`src/rtl/elastic_shift_fifo.sv`:
```
// elastic_shift_fifo: multi-entry valid/ready elastic buffer. Every accepted
// word is shifted left by SHIFT (truncated to DW bits) on its way into storage.
// The head entry is presented registered; there is no flow-through path.
// Optional build macro ELASTIC_SHIFT_OVF_EN enables the sticky ovf flag, which
// records any push that loses nonzero bits off the top of the shift. When the
// macro is undefined, ovf is tied low.
module elastic_shift_fifo #(
  parameter  int DW    = 32,
  parameter  int DEPTH = 4,
  parameter  int SHIFT = 2,
  localparam int CW    = $clog2(DEPTH + 1)
) (
  input  logic          clk,
  input  logic          rstf,
  input  logic [DW-1:0] t_data,
  input  logic          t_valid,
  output logic          t_ready,
  output logic [DW-1:0] i_data,
  output logic          i_valid,
  input  logic          i_ready,
  output logic [CW-1:0] count,
  output logic          ovf
);

  localparam int            PW       = $clog2(DEPTH);
  localparam logic [CW-1:0] FULL_CNT = CW'(DEPTH);

  logic [DW-1:0] mem [DEPTH];
  logic [PW-1:0] wr_ptr;
  logic [PW-1:0] rd_ptr;
  logic          push;
  logic          pop;

  // Left shift with the upper SHIFT bits dropped and zeros filled in at the bottom.
  function automatic logic [DW-1:0] shift_word(input logic [DW-1:0] d);
    return d << SHIFT;
  endfunction

  // Flow control. When full, a pop in this cycle frees the slot for this
  // cycle's push, so t_ready follows i_ready combinationally. rstf gates
  // t_ready so that no handshake completes while reset is held.
  always_comb begin
    t_ready = rstf & ((count != FULL_CNT) | i_ready);
    i_valid = (count != '0);
    i_data  = mem[rd_ptr];
    push    = t_valid & t_ready;
    pop     = i_valid & i_ready;
  end

  // Storage write: the shifted word lands at the tail.
  always_ff @(posedge clk or negedge rstf) begin
    if (!rstf) begin
      for (int i = 0; i < DEPTH; i++) mem[i] <= '0;
    end else if (push) begin
      mem[wr_ptr] <= shift_word(t_data);
    end
  end

  // Pointers and occupancy. DEPTH is a power of two, so the pointers wrap naturally.
  always_ff @(posedge clk or negedge rstf) begin
    if (!rstf) begin
      wr_ptr <= '0;
      rd_ptr <= '0;
      count  <= '0;
    end else begin
      if (push) wr_ptr <= wr_ptr + 1'b1;
      if (pop)  rd_ptr <= rd_ptr + 1'b1;
      case ({push, pop})
        2'b10:   count <= count + 1'b1;
        2'b01:   count <= count - 1'b1;
        default: count <= count;
      endcase
    end
  end

`ifdef ELASTIC_SHIFT_OVF_EN
  logic ovf_q;

  // Detect nonzero bits in the top SHIFT positions, which the shift discards.
  // The mask form covers SHIFT == 0 (empty mask) without a zero-width slice.
  function automatic logic lost_bits(input logic [DW-1:0] d);
    logic [DW-1:0] keep;
    keep = {DW{1'b1}} >> SHIFT;
    return |(d & ~keep);
  endfunction

  // Sticky overflow: it sets on an accepted lossy word and clears only on reset.
  always_ff @(posedge clk or negedge rstf) begin
    if (!rstf)                         ovf_q <= 1'b0;
    else if (push && lost_bits(t_data)) ovf_q <= 1'b1;
  end

  assign ovf = ovf_q;
`else
  assign ovf = 1'b0;
`endif

endmodule

```
`config.mk`:
```
export PLATFORM = sky130hd
export DESIGN_NAME = elastic_shift_fifo
export DESIGN_NICKNAME = d
export VERILOG_FILES = /design/src/rtl/elastic_shift_fifo.sv
export SDC_FILE = /design/constraint.sdc
export NUM_CORES = 1
export LEC_CHECK = 0
export ABC_AREA = 1
export CAP_MARGIN = 20
export CORE_AREA = 4 4 110 112
export DETAILED_ROUTE_END_ITERATION = 6
export DIE_AREA = 0 0 114 116
export PLACE_DENSITY = 0.87
export SYNTH_ARGS = -nofsm -noshare
export SYNTH_HDL_FRONTEND = slang
export SYNTH_SLANG_ARGS = --single-unit
```
`constraint.sdc`:
```
create_clock -name clk -period 2.7 [get_ports clk]
set_input_delay 0.54 -clock clk [delete_from_list [all_inputs] [get_ports clk]]
set_output_delay 0.54 -clock clk [all_outputs]
set_load 0.03 [all_outputs]
```
==> flow_summary.yaml <==
detailed_routing:
  dr_total_vias: 6023
  drtAntennaViolNets: 0
  wl_um: 18100
  via_per_inst: 6.35
  dr.pass1.iters: 7
  drc_errors: 5
  wl_per_cell_um: 19.0
  drt_iter0_markers: 806
cts:
  clock_sink_count: 127
  ctsLongestPathBuffers: 2
  clkTransAtPathRegs_ps: 50
  tritoncts: "done"
  clock_latency_ps: 420
  root_buffer: "clkbuf_16"
  cts_max_level: 4
  hold_buffers: 0
  cts_inserted_buffers: 17
finish:
  syn2layout_area_growth_pct: 20.4
  n_antenna_cell: 0
  finalNetCount: 840
  fin_util: 0.660
  fillerInstances: 854
  fin_area_mm2: 0.00740
  drive_gt1_frac: 0.0695
yosys:
  seq_area_frac_synth: 0.517
  synth.most_common_cell: "nand2_1"
  synth_seq_cells: 127
  syn_inst: 754
  synth_area_leader_cell: "dfrtp_1"
  synthArstFlopShare: 1.00
  yosysUniqueCellTypes: 20
  synth.avg_cell_area_um2: 8.15
  yosys_warnings: 0
  synth.area.top_cells: "dfrtp_1 52%, nand2_1 15%, nand4_1 13%"
  synth_edf_count: 0
  yosys.area.top_type_share: 0.517
  synthFlopType: "dfrtp_1"
  syn_area_mm2: 0.00615
  synth_common_cells: "249 x nand2_1, 127 x dfrtp_1, 124 x nand4_1"
placed_design:
  dp.final_hpwl_um: 10100
  pre_cts_ws_ps: 119
  port_buffers: 68
  gp_congestion: 0.827
  placed_area_mm2: 0.00690
critical_path:
  worstReg2RegStart: "count[1]"
  cpLargestDelayFamily: "buffers and inverters"
  worstSetupPathType: "flop to output pin"
  path_depth: 5
  endpoint: "i_data[2]"
  path_cells: "inv_1, buf_4, o21ai_0, o22ai_1, clkdlybuf4s50_1"
  endpoint_kind: "output pin"
  critical_path_required_ps: 2160
  path_max_fanout: 16
  setup.worst_path.start: "rd_ptr[1]"
  crit_slowest_cell: "clkdlybuf4s50_1"
  worst-path-buf-inv: 3
  crit_path_start_kind: "flop"
  critPathMaxStageDelay_ps: 710
  worstReg2RegEnd: "count[2]"
  reg2reg_depth: 9
  worstPathArrival_ps: 2110
  r2r_slack_ps: 610
floorplanning:
  die_h_um: 116
  coreArea_mm2: 0.0112
  fp.dieArea_mm2: 0.0132
  die_width_um: 114
  ios: 74
  initial_core_util: 0.548
  num_rows: 39
status:
  status: "complete, but fails checks"
  violations: "DRC"
sta:
  fin_crit_ps: 2650
  final_hold_viol_count: 0
  slew_headroom: 0.598
  tns_ps: 0
  drv_slew: 0
  fmax_mhz: 378
  worstMarginPinSlew_ps: 604
  skew_ps: 6.74
  fin_ws_ps: 53.6
  period_share: 0.980
  setup_viol: 0
  rsz0062_at_grt: "no"
flow_run:
  max-cap-violations: 0
global_route:
  antenna_found_initial: 2
  grt_pass1_wl_um: 29000
  grt_overflow: 0
  track_usage: 0.278
  grt_max_degree: 124
  grt_pass1_vias: 5887
power:
  max-vdd-ir-drop_v: 0.00106
  finalPower_mw: 10.2
  total_leakage_power_nw: 3.69
  p_per_area_mw_per_mm2: 1380
worst_hold_path:
  hp-class: "primary input to asynchronous set/reset pin"
-- power breakdown --
| group | total (mW) | switching (mW) | internal [mW] |
|---|---|---|---|
| Clock | 1.97 | 0.756 | 1.21 |
| Combinational | 4.99 | 3.30 | 1.69 |
| Sequential | 3.29 | 0.492 | 2.80 |
| Total | 10.2 | 4.55 | 5.70 |
-- per-layer routing --
layer,track usage,part of all wire
met1,0.359,0.39
met5,0,0.0012
met3,0.0893,0.10
met2,0.443,0.48
met4,0.105,0.026
-- worst min-delay path by stage --
stage	slack, ps	end	start
3_3_place_gp	460	mem[67]	mem[67]
5_1_grt	270	mem[73]	rstf
2_1_floorplan	240	count[0]	rstf
3_5_place_dp	460	mem[71]	mem[71]
6_report	230	mem[105]	rstf
4_1_cts	250	mem[105]	rstf
-- flip-flops by register name, indices dropped and copies added (netlist names) --
signal / cells
mem: 120
count: 3
rd_ptr: 2
wr_ptr: 2
-- worst reg2reg max path, delay by kind of cell, from the launching register on --
kind            cells  cell delay [ps]
fa+ha+maj           2              560
simple gates        2              420
flops               1              400
compound gates      3              380
xor+xnor            1              150
buf+inv             1               70
-- area by class of cell --
cell class              instances  area (um2)  share of cell area
clock buffers                  25         485              0.0656
clock inverters                 2        10.0             0.00135
inverters                      10        37.5             0.00507
multi-input cells             546        2600               0.352
flip-flops and latches        127        3180               0.429
well taps                     143         179              0.0242
repair buffers                 96         910               0.123
-- cells by family after synthesis --
group | share of synthesized area
AND/OR/NAND/NOR | 0.319
flip-flops | 0.517
AO/OA/AOI/OAI | 0.0845
buffers and inverters | 0.0608
adder cells (fa/ha/maj) | 0.0134
XOR/XNOR | 0.00427
other | 0.000610
-- repair_timing --
item / in CTS / in global routing
resized for setup: 19 / 3
setup buffers: 0 / 0
endpoints found under the setup margin: 19 / 3
-- through the flow --
stage / cells / hold slack, ps
final: 949 / 233
after global routing: 949 / 271
after CTS: 948 / 248
after detailed placement: 921 / 461
after global placement: 921 / 456
after floorplan: 756 / 244
-- layout by cell type, fill, tap and decap left out, drive strengths merged --
cell type	synthesis	layout
a21oi	2	2
xor2	2	2
dlymetal6s2s	0	3
buf	34	32
fa	1	1
nand2	249	249
dlygate4sd2	0	19
conb	1	3
o22ai	30	30
clkdlybuf4s50	0	42
o21ai	62	62
nand4	124	124
clkinv	1	3
nor2	65	65
dfrtp	127	127
clkbuf	39	25
xnor2	1	1
nand3	2	2
ha	5	5
inv	9	9
Note: power is estimated with default switching activity, not from simulation.
